<file path="src/rtl/game_pkg.sv">
// Shared game-logic types and constants: LFSR geometry, seed value and the
// random generator state encoding.
package game_pkg;

  localparam int unsigned LFSR_W = 16;
  localparam int unsigned TIME_W = 4;
  localparam logic [LFSR_W-1:0] LFSR_SEED = 16'hACE1;

  // Feedback taps for x^16+x^14+x^13+x^11+1
  localparam int unsigned TAP_A = 15;
  localparam int unsigned TAP_B = 13;
  localparam int unsigned TAP_C = 12;
  localparam int unsigned TAP_D = 10;

  typedef enum logic [1:0] {
    IDLE = 2'd0,
    DRAW = 2'd1,
    HOLD = 2'd2
  } rand_state_t;

  function automatic logic [LFSR_W-1:0] lfsr_step(input logic [LFSR_W-1:0] x);
    return {x[LFSR_W-2:0], x[TAP_A] ^ x[TAP_B] ^ x[TAP_C] ^ x[TAP_D]};
  endfunction

endpackage

</file>
<file path="src/rtl/rand_gen_lfsr16.sv">
// Free-running 16-bit Fibonacci LFSR with time-value seeding and a guard
// that keeps the register out of the all-zero lock-up state.
module lfsr16
  import game_pkg::*;
(
  input  logic              i_clk,
  input  logic              i_rst,
  input  logic              i_seed,
  input  logic [TIME_W-1:0] i_time,
  output logic [LFSR_W-1:0] o_lfsr
);

  logic [LFSR_W-1:0] lfsr;
  logic [LFSR_W-1:0] stepped;
  logic [LFSR_W-1:0] seeded;

  always_comb begin
    stepped = lfsr_step(lfsr);
    seeded  = stepped ^ LFSR_W'(i_time);
  end

  always_ff @(posedge i_clk) begin
    if (i_rst) begin
      lfsr <= LFSR_SEED;
    end else if (i_seed) begin
      lfsr <= (seeded == '0) ? LFSR_SEED : seeded;
    end else begin
      lfsr <= stepped;
    end
  end

  assign o_lfsr = lfsr;

endmodule

</file>
<file path="src/rtl/rand_gen.sv">
// Uniform random value generator: rejection-samples the LFSR into
// [0, N_CHOICES-1] and offers the result over valid/ready.
// Optional no-repeat filter enabled by RAND_GEN_NO_REPEAT_EN.
module rand_gen
  import game_pkg::*;
#(
  parameter int unsigned N_CHOICES = 6,
  parameter int unsigned OUT_W     = 3,
  parameter int unsigned MAX_DRAW  = 8
) (
  input  logic              i_clk,
  input  logic              i_rst,
  input  logic [TIME_W-1:0] i_time,
  input  logic              i_seed,
  input  logic              i_req,
  input  logic              i_ready,
  output logic              o_busy,
  output logic              o_valid,
  output logic [OUT_W-1:0]  o_value
);

  localparam int unsigned ATT_W     = (MAX_DRAW > 1) ? $clog2(MAX_DRAW) : 1;
  localparam int unsigned OUT_EXT_W = OUT_W + 1;
  localparam logic [OUT_W:0]     N_EXT    = OUT_EXT_W'(N_CHOICES);
  localparam logic [OUT_W-1:0]   N_TRUNC  = OUT_W'(N_CHOICES);
  localparam logic [ATT_W-1:0]   LAST_ATT = ATT_W'(MAX_DRAW - 1);

  rand_state_t       state;
  rand_state_t       next_state;
  logic [LFSR_W-1:0] lfsr_q;
  logic [ATT_W-1:0]  attempt;
  logic [ATT_W-1:0]  attempt_nxt;
  logic [OUT_W-1:0]  cand;
  logic [OUT_W-1:0]  fold;
  logic [OUT_W-1:0]  pick;
  logic [OUT_W-1:0]  value_nxt;
  logic              in_range;
  logic              accept;
  logic              last_try;
  logic              busy_nxt;
  logic              valid_nxt;
  logic              unused_lfsr_hi;

  lfsr16 u_lfsr (
    .i_clk  (i_clk),
    .i_rst  (i_rst),
    .i_seed (i_seed),
    .i_time (i_time),
    .o_lfsr (lfsr_q)
  );

  assign cand           = lfsr_q[OUT_W-1:0];
  assign unused_lfsr_hi = ^lfsr_q[LFSR_W-1:OUT_W];
  assign in_range       = {1'b0, cand} < N_EXT;
  assign last_try       = (attempt == LAST_ATT);

`ifdef RAND_GEN_NO_REPEAT_EN
  logic [OUT_W-1:0] last;
  logic [OUT_W:0]   fold_inc;

  // A repeat-rejected candidate is already in range, so only fold real overflows
  always_comb begin
    fold     = in_range ? cand : cand - N_TRUNC;
    fold_inc = {1'b0, fold} + 1'b1;
    if (fold == last) begin
      pick = (fold_inc == N_EXT) ? '0 : fold_inc[OUT_W-1:0];
    end else begin
      pick = fold;
    end
  end

  assign accept = in_range && (cand != last);

  always_ff @(posedge i_clk) begin
    if (i_rst) begin
      last <= '0;
    end else if (state == DRAW && next_state == HOLD) begin
      last <= value_nxt;
    end
  end
`else
  assign fold   = cand - N_TRUNC;
  assign pick   = fold;
  assign accept = in_range;
`endif

  always_ff @(posedge i_clk) begin
    if (i_rst) begin
      state <= IDLE;
    end else begin
      state <= next_state;
    end
  end

  always_comb begin
    next_state = state;
    case (state)
      IDLE:    if (i_req) next_state = DRAW;
      DRAW:    if (accept || last_try) next_state = HOLD;
      HOLD:    if (i_ready) next_state = IDLE;
      default: next_state = IDLE;
    endcase
  end

  // Next values for the registered outputs and the attempt counter
  always_comb begin
    attempt_nxt = attempt;
    value_nxt   = o_value;
    busy_nxt    = (next_state != IDLE);
    valid_nxt   = (next_state == HOLD);
    case (state)
      IDLE: if (i_req) attempt_nxt = '0;
      DRAW: begin
        if (accept) begin
          value_nxt = cand;
        end else if (last_try) begin
          value_nxt = pick;
        end else begin
          attempt_nxt = attempt + 1'b1;
        end
      end
      default: ;
    endcase
  end

  always_ff @(posedge i_clk) begin
    if (i_rst) begin
      attempt <= '0;
      o_value <= '0;
      o_busy  <= 1'b0;
      o_valid <= 1'b0;
    end else begin
      attempt <= attempt_nxt;
      o_value <= value_nxt;
      o_busy  <= busy_nxt;
      o_valid <= valid_nxt;
    end
  end

endmodule
</file>
<file path="config.mk">
export PLATFORM = sky130hd
export DESIGN_NAME = rand_gen
export DESIGN_NICKNAME = d
export VERILOG_FILES = /design/src/rtl/game_pkg.sv /design/src/rtl/rand_gen_lfsr16.sv /design/src/rtl/rand_gen.sv
export SDC_FILE = /design/constraint.sdc
export NUM_CORES = 1
export LEC_CHECK = 0
export BUFFER_PORTS_ARGS = -buffer_cell sky130_fd_sc_hd__buf_2
export CAP_MARGIN = 40
export CORE_UTILIZATION = 31
export DETAILED_ROUTE_END_ITERATION = 10
export PLACE_DENSITY = 0.58
export SYNTH_ARGS = -nofsm -noshare
export SYNTH_HDL_FRONTEND = slang
export SYNTH_SLANG_ARGS = --single-unit
</file>
<file path="constraint.sdc">
create_clock -name i_clk -period 1.7 [get_ports i_clk]
set_clock_uncertainty 0.15 [all_clocks]
set_input_delay 0.17 -clock i_clk [delete_from_list [all_inputs] [get_ports i_clk]]
set_output_delay 0.17 -clock i_clk [all_outputs]
set_load 0.02 [all_outputs]
</file>
[After elaboration in Yosys (flattened, before gate mapping)]
Index checks and enable logic that the tools add are counted.
Word-level totals
  register bits: 26
  bits of input ports: 9
  output and inout port bits: 5
Cells by class
  add/subtract/negate cells: 2
  order comparisons: 1
  equal/unequal tests: 7
  muxes and demuxes: 12
  bitwise operators: 4
  reduce and logical (&&, ||, !) cells: 8
Operator list (count)
  16-bit 2-to-1 mux: 2
  16-bit logical NOT: 1
  16-bit by 4-bit XOR with 16-bit output: 1
  3-bit 2-to-1 mux: 5
  2-bit 2-to-1 mux: 3
  2-bit inequality test, second input constant: 3
  2-bit one-hot mux with 3 select lines: 1
  3-bit one-hot mux with 2 select lines: 1
  2-bit nonzero test: 3
  2-bit == test, second input constant: 2
  4-bit AND reduction: 1
  3-bit by 1-bit adder with 3-bit output, second input constant: 1
  3-bit == test, second input constant: 1
  3-bit less-than comparator, second input constant: 1
  3-bit subtractor, second input constant: 1
  1-bit XOR: 3
  2-bit by 1-bit == test with 1-bit output, second input constant: 1
  2-bit logical NOT: 1
  2-bit AND reduction: 1
  1-bit logical OR: 1

[Logic depth before layout (Yosys ltp)]
Gate-level depths: netlist of run 1.
  word-level depth: 7
  depth in mapped cells: 6

[By module]
Synthesis of run 1 repeated with hierarchy kept, for this count alone.
Second synthesis, totals
  cell total of the unflattened synthesis: 104
  area total of the unflattened synthesis: 1103.6 µm²
Modules (own cells, without submodules)
  lfsr16: instances 1, cells an instance 61, area each 629.4 µm², sequential area each 320.3 µm²
  rand_gen: instances 1, cells an instance 43, area each 474.2 µm², sequential area each 200.2 µm²

[Worst setup path before layout of run 1]
OpenSTA, ideal clock, no wires.
  kind: flip-flop to flip-flop
  start: register u_lfsr.lfsr[10], in the netlist u_lfsr.o_lfsr[10]
  end: register u_lfsr.lfsr[13], in the netlist u_lfsr.o_lfsr[13]
  setup time: 57 ps
  arrival time: 1471 ps
  required time: 1493 ps
  setup slack: 22 ps
  stages on the path, launching flop included: 5
  path buffers: 0
  path through: dfxtp_1 or4_1 nor4_2 and4bb_4 or3_1
On the way
  word-level cells in the longest chain between the ends: 5
RTL lines
  from (decl): RTL line rand_gen_lfsr16.sv:13  | logic [LFSR_W-1:0] lfsr;
  from (signal assigned): RTL line rand_gen_lfsr16.sv:26  | lfsr <= (seeded == '0) ? LFSR_SEED : seeded;
  from (signal assigned): RTL line rand_gen_lfsr16.sv:28  | lfsr <= stepped;
  1-bit XOR: RTL line game_pkg.sv:22  | return {x[LFSR_W-2:0], x[TAP_A] ^ x[TAP_B] ^ x[TAP_C] ^ x[TAP_D]};
  16-bit by 4-bit XOR with 16-bit output *: RTL line rand_gen_lfsr16.sv:19  | seeded = stepped ^ LFSR_W'(i_time);
  16-bit logical NOT *: RTL line rand_gen_lfsr16.sv:26
  16-bit 2-to-1 mux *: RTL line rand_gen_lfsr16.sv:26
  16-bit 2-to-1 mux *: RTL line rand_gen_lfsr16.sv:25  | end else if (i_seed) begin
Every way passes the cells marked *; elsewhere a longest branch is shown, timed or not.
A chain may end at the register's enable or synchronous reset.

[Worst setup path in the final report of run 1]
  start: register u_lfsr.lfsr[10], in the netlist u_lfsr.o_lfsr[10]
  end: register u_lfsr.lfsr[11], in the netlist u_lfsr.o_lfsr[11]
On the way
  word-level cells in the longest chain between the ends: 5
RTL lines (RTL line)
  1-bit XOR: game_pkg.sv:22
  16-bit by 4-bit XOR with 16-bit output: rand_gen_lfsr16.sv:19
  16-bit logical NOT: rand_gen_lfsr16.sv:26
  16-bit 2-to-1 mux: rand_gen_lfsr16.sv:26
  16-bit 2-to-1 mux *: rand_gen_lfsr16.sv:25
Marks and branches as above.

==> results.md, run 1 <==
* Final min period at 1.67 ns
* Clock Path Buffers at 2
* Max IR drop VDD at 0.232 mV
* Row count at 20
* Max-cap violations at 0
* Share of layout cells above drive strength 1 at 24.4%
* Post-Syn Instances at 103
* Crit share post-route at 98.4%
* DR iter-0 viols at 28
* Antenna violations before repair at 0
* Total Power at 1.12 mW
* TNS Setup at 0 ns
* Number of global-route vias before repair at 652
* H-tree Lvls at 1
* Clk slew on worst S/H paths at 0.13 ns
* Via density at 4.53
* Die H at 60.2 µm
* Setup CP Type: reg -> reg
* CTS buffer count at 3
* Worst-Skew Late Latency at 0.30 ns
* DP Worst Slack at -0.100 ns
* WP buf/inv at 0
* Run status: completed
* GR Overflow Total at 0
* Crit path cell chain: or4_4, nor4_4, and4bb_4, or3_1
* Pins Over Slew Limit at 0
* Mapped Nets at 114
* Finish-stage setup viols at 0
* PwrDens at 924 nW/µm²
* Internal reg-to-reg setup slack at 0.03 ns
* Measured slew at the worst slew-check pin at 0.463 ns
* Critical path's slowest cell: or4_4
* WL final at 1900 µm
* Largest net degree at the start of global routing at 28
* Relative slew slack at 69.1%
* Critical path launch point type: register
* Compound-gate portion of the synthesized area at 7.62%
* Die extent in x at 60.2 µm
* GRT Resource Usage Total at 11.7%
* RePlAce Congestion at 0.692
* CTS tree: built
* Antenna-violating nets left at 0
* Synth area leader: dfxtp_1
* Mean Syn Cell Area at 10.2 µm²
* DRC viols at 0
* P_leak at 0.491 nW
* Post-synthesis xor/xnor area fraction at 9.76%
* Post-Layout Cell Count at 163
* Drt wl/cell at 11.6 µm
* Commonest non-fill, non-tap cells in the layout: 24 x dfxtp_1, 13 x buf_2, 9 x nor2_1, 8 x nand2_1, 8 x nor2b_1
* Register area share after synthesis at 49.5%
* CP arrival at 1.78 ns
* Netlist cell types at 27
* RSZ-0062 raised after global routing: yes
* Largest family of logic cells by synthesized area: simple AND/OR/NAND/NOR gates
* Synthesized area at 1050 µm²
* Inserted Diodes at 0
* Post-DP HPWL at 1340 µm
* Worst setup EP type: register
* Layout Nets at 132
* Hold-fix buffers at CTS at 0
* Total number of yosys warnings at 0
* Top-area cell type share of the netlist area at 49.5%
* Fmax at 0.598 GHz
* CORE AREA at 3130 µm²
* Port Buffers at 13
* Die area at 3630 µm²
* Clk root buf: clkbuf_4
* #FFs+latches synth at 26
* Synth-to-layout area growth at 15.0%
* First-pass GRT wire length at 3090 µm
* DR pass1 iterations at 4
* Post-Synth Adder-Cell Area at 2.38%
* Worst path top cell family by delay: simple AND/OR/NAND/NOR gates
* Worst Path Max Fanout at 7
* Routed via count at 738
* Sink Count at 26
* Starting density of the core at 33.6%
* CP peak stage delay at 0.54 ns
* Multiplexer share of the synthesized area at 0.952%
* Most common cell after layout, fill and taps aside: dfxtp_1
* WP data required at 1.81 ns
* Final Hold Fails at 0
* Simple-gate share of the synthesized area at 25.2%
* Tightest Hold Check Type: in -> reg
* Cell count after placement at 159
* I/O pins at 14
* Synth top area cells: dfxtp_1 50%, xor2_1 5.8%, nor2b_1 4.8%
* Setup slack after layout at 0.0278 ns
[Yosys cell counts]
cell type	count
a21o_1	1
a21oi_1	7
a22oi_1	2
a31oi_1	2
and4bb_4	1
bufbuf_16	1
clkbuf_1	2
clkbuf_4	1
dfxtp_1	26
ha_1	2
mux2i_1	1
nand2_1	8
nand2b_1	2
nand3_1	1
nand3b_1	3
nand4b_1	1
nor2_1	9
nor2b_1	8
nor3_1	2
nor4_1	2
nor4_2	1
o21ai_0	2
or3_1	7
or4_1	1
xnor2_1	2
xor2_1	7
xor3_1	1
[what timing repair did]
item                       in CTS  in global routing
gates resized for setup         3                  5
pin swaps                       2                  2
setup endpoints to repair       7                 10
buffers inserted                0                  1
[registers in the layout, summed over array words and instances, names as in the netlist]
register,count
attempt,3
u_lfsr.o_lfsr,16
o_busy,1
state,2
o_value,3
o_valid,1
[cell families (layout without fill, tap and decap cells)]
logic type	Yosys count	after routing
XOR/XNOR	10	10
buffers and inverters	4	20
AO/OA/AOI/OAI	14	14
flip-flops	26	26
AND/OR/NAND/NOR	46	46
multiplexers	1	1
adder cells (fa/ha/maj)	2	2
[area by class of cell]
class,count,area [µm²]
clock buffer,3,22.5
fill,324,1920
sequential,26,523
multi-input combinational,73,513
timing repair buffer,17,95.1
tap,44,55.1
[worst min-delay path, delay by kind of cell]
family / cells / cell delay, ns
buffers and inverters: 1 / 0.10
multiplexers: 1 / 0.07
AO/OA/AOI/OAI: 1 / 0.11
[metrics by stage]
step                      utilization (%)  hold WS [ns]  area (µm²)
after detailed placement             36.6         0.281        1150
after global routing                 38.6       0.00542        1210
final                                38.6        0.0143        1210
after global placement               36.6         0.272        1150
after floorplan                         -         0.122        1050
after CTS                            38.0       0.00413        1190
[path summary, 6_finish.rpt]
kind,startpoint,end,depth (start not counted)
worst max-delay path,u_lfsr.o_lfsr[10],u_lfsr.o_lfsr[11],4
worst min-delay path,i_time[0],u_lfsr.o_lfsr[0],3
worst min register to register,u_lfsr.o_lfsr[9],u_lfsr.o_lfsr[10],1
worst max register to register,u_lfsr.o_lfsr[10],u_lfsr.o_lfsr[11],4
[metal layers]
| layer | vias to the layer above | track usage [%] | wire length, µm |
|---|---|---|---|
| li1 | 386 | - | - |
| met3 | 2 | 1.95 | 34 |
| met2 | 10 | 17.3 | 817 |
| met5 | - | 0 | 0 |
| met1 | 340 | 17.1 | 1020 |
| met4 | 0 | 3.99 | 23 |
[report_power, final]
| group | internal [mW] | leakage (nW) | switching (mW) | total (mW) |
|---|---|---|---|---|
| Sequential | 0.653 | 0.216 | 0.0347 | 0.688 |
| Combinational | 0.0893 | 0.262 | 0.0915 | 0.181 |
| Clock | 0.0826 | 0.0138 | 0.166 | 0.249 |
| Total | 0.825 | 0.491 | 0.292 | 1.12 |
Power figures use the tool's default switching activity.
==> run 2, diff against run 1 <==
--- a/config.mk
+++ b/config.mk
@@ -7,6 +7,7 @@
 export LEC_CHECK = 0
 export BUFFER_PORTS_ARGS = -buffer_cell sky130_fd_sc_hd__buf_2
 export CAP_MARGIN = 40
+export CORE_ASPECT_RATIO = 1.2
 export CORE_UTILIZATION = 31
 export DETAILED_ROUTE_END_ITERATION = 10
 export PLACE_DENSITY = 0.58
==> results.md, run 2 (same netlist as run 1, synthesis figures left out) <==
* Sink Count at 26 (unchanged)
* Internal reg-to-reg setup slack at 0.05 ns (was 0.03 ns)
* Total Power at 1.20 mW (was 1.12 mW)
* Commonest non-fill, non-tap cells in the layout: 22 x dfxtp_1, 12 x buf_2, 9 x nor2_1, 8 x nand2_1, 8 x nor2b_1 (was 24 x dfxtp_1, 13 x buf_2, 9 x nor2_1, 8 x nand2_1, 8 x nor2b_1)
* Drt wl/cell at 12.6 µm (was 11.6 µm)
* CTS tree: built (unchanged)
* Crit path launch: attempt[0] (was u_lfsr.o_lfsr[10])
* CTS buffer count at 3 (unchanged)
* Number of global-route vias before repair at 763 (was 652)
* Worst-Skew Late Latency at 0.32 ns (was 0.30 ns)
* WP data required at 1.77 ns (was 1.81 ns)
* CORE AREA at 3140 µm² (was 3130 µm²)
* Critical path's slowest cell: dfxtp_2 (was or4_4)
* RePlAce Congestion at 0.717 (was 0.692)
* Max-cap violations at 0 (unchanged)
* Pins Over Slew Limit at 0 (unchanged)
* Layout Nets at 135 (was 132)
* Max reg flops at 16 (unchanged)
* CP arrival at 1.73 ns (was 1.78 ns)
* Final min period at 1.65 ns (was 1.67 ns)
* Tightest Hold Check Type: in -> reg (unchanged)
* Inserted Diodes at 0 (unchanged)
* DR pass1 iterations at 4 (unchanged)
* Max IR drop VDD at 0.348 mV (was 0.232 mV)
* Worst path top cell family by delay: compound AO/OA/AOI/OAI gates (was simple AND/OR/NAND/NOR gates)
* Crit share post-route at 97.4% (was 98.4%)
* RSZ-0062 raised after global routing: yes (unchanged)
* Fillers at 330 (was 324)
* Synth-to-layout area growth at 21.3% (was 15.0%)
* Largest net degree at the start of global routing at 28 (unchanged)
* Relative slew slack at 70.9% (was 69.1%)
* Finish-stage setup viols at 0 (unchanged)
* Post-Layout Cell Count at 159 (was 163)
* Critical path launch point type: register (unchanged)
* Final instance area at 1270 µm² (was 1210 µm²)
* DR iter-0 viols at 12 (was 28)
* Die extent in x at 55.2 µm (was 60.2 µm)
* Reg2Reg Depth at 6 (was 4)
* Final Hold Fails at 0 (unchanged)
* Routed via count at 780 (was 738)
* Measured slew at the worst slew-check pin at 0.437 ns (was 0.463 ns)
* Die area at 3630 µm² (about the same)
* Via density at 4.91 (was 4.53)
* Row count at 22 (was 20)
* Hold Startpoint: i_ready (was i_time[0])
* DRC viols at 0 (unchanged)
* First-pass GRT wire length at 3150 µm (was 3090 µm)
* Cell Area, Placed at 1140 µm² (was 1150 µm²)
* PwrDens at 943 nW/µm² (was 924 nW/µm²)
* Worst Path Max Fanout at 5 (was 7)
* Post-DP HPWL at 1330 µm (was 1340 µm)
* Antenna violations before repair at 0 (unchanged)
* Worst setup EP type: register (unchanged)
* Cell count after placement at 152 (was 159)
* Crit path cell chain: ha_2, ha_4, nand4b_1, a21o_1, a22oi_1, nor2_1 (was or4_4, nor4_4, and4bb_4, or3_1)
* Fmax at 0.604 GHz (was 0.598 GHz)
* Die H at 65.8 µm (was 60.2 µm)
* Clock Path Buffers at 2 (unchanged)
* Clk root buf: clkbuf_4 (unchanged)
* WP depth at 6 (was 4)
* P_leak at 0.522 nW (was 0.491 nW)
* Port Buffers at 13 (unchanged)
* WP buf/inv at 0 (unchanged)
* CP peak stage delay at 0.37 ns (was 0.54 ns)
* Clk slew on worst S/H paths at 0.14 ns (was 0.13 ns)
* Reg-to-reg startpoint: attempt[0] (was u_lfsr.o_lfsr[10])
* Final hold slack at 0.00934 ns (was 0.0143 ns)
* Setup CP Type: reg -> reg (unchanged)
* I/O pins at 14 (unchanged)
* R2R Path End: attempt[1] (was u_lfsr.o_lfsr[11])
* GR Overflow Total at 0 (unchanged)
* Most common cell after layout, fill and taps aside: dfxtp_1 (unchanged)
* H-tree Lvls at 1 (unchanged)
* Run status: completed (unchanged)
* Starting density of the core at 33.5% (was 33.6%)
* Antenna-violating nets left at 0 (unchanged)
* Critical path endpoint: attempt[1] (was u_lfsr.o_lfsr[11])
* Share of layout cells above drive strength 1 at 29.3% (was 24.4%)
* GRT Resource Usage Total at 12.3% (was 11.7%)
* WL final at 2000 µm (was 1900 µm)
[run 2: per-layer routing]
metal,global-route usage (%),vias to the layer above,part of all wire [%]
met1,14.1,366,45
met5,0,-,0
met4,7.50,0,2.6
met2,20.3,13,50
met3,2.07,5,2.9
li1,-,396,-
[run 2: power by group]
group	leakage, nW	internal, mW	switching (mW)
Sequential	0.215	0.654	0.0300
Clock	0.0210	0.131	0.185
Combinational	0.286	0.103	0.100
[run 2: how the worst min path moves through the flow]
| stage | endpoint | slack (ns) | cells past startpoint |
|---|---|---|---|
| 2_1_floorplan | u_lfsr.o_lfsr[10] | 0.12 | 1 |
| 3_3_place_gp | u_lfsr.o_lfsr[5] | 0.27 | 1 |
| 3_5_place_dp | u_lfsr.o_lfsr[5] | 0.28 | 1 |
| 4_1_cts | state[1] | 0.003 | 4 |
| 5_1_grt | state[1] | 0.01 | 4 |
| 6_report | state[1] | 0.009 | 4 |
[run 2: timing repair]
action	4_1_cts	5_1_grt
gates resized for setup	0	14
hold buffers	1	0
hold endpoints to repair	1	0
pin swaps	2	5
setup buffers	0	3
endpoints found under the setup margin	7	11
[run 2: layout make-up]
class	instances	area [µm²]	share of cell area, %
timing repair buffer	20	123	9.62
tap	36	45.0	3.53
clock buffer	4	36.3	2.85
multi-input combinational	73	546	42.8
sequential	26	526	41.2
[run 2: through the flow]
stage          setup TNS (ns)  utilization [%]  setup WS [ns]
4_1_cts                     0             37.9        0.00567
6_report                    0             40.6         0.0450
3_3_place_gp         -0.00710             36.4       -0.00247
3_5_place_dp           -0.443             36.4        -0.0685
2_1_floorplan               0                -         0.0218
5_1_grt                -0.114             40.6        -0.0373
[run 2: tightest hold or removal path, cell delays in order]
cell and delay [ns]:
buf_2 0.09, nor2_1 0.04, nand2_1 0.09, a21oi_1 0.07
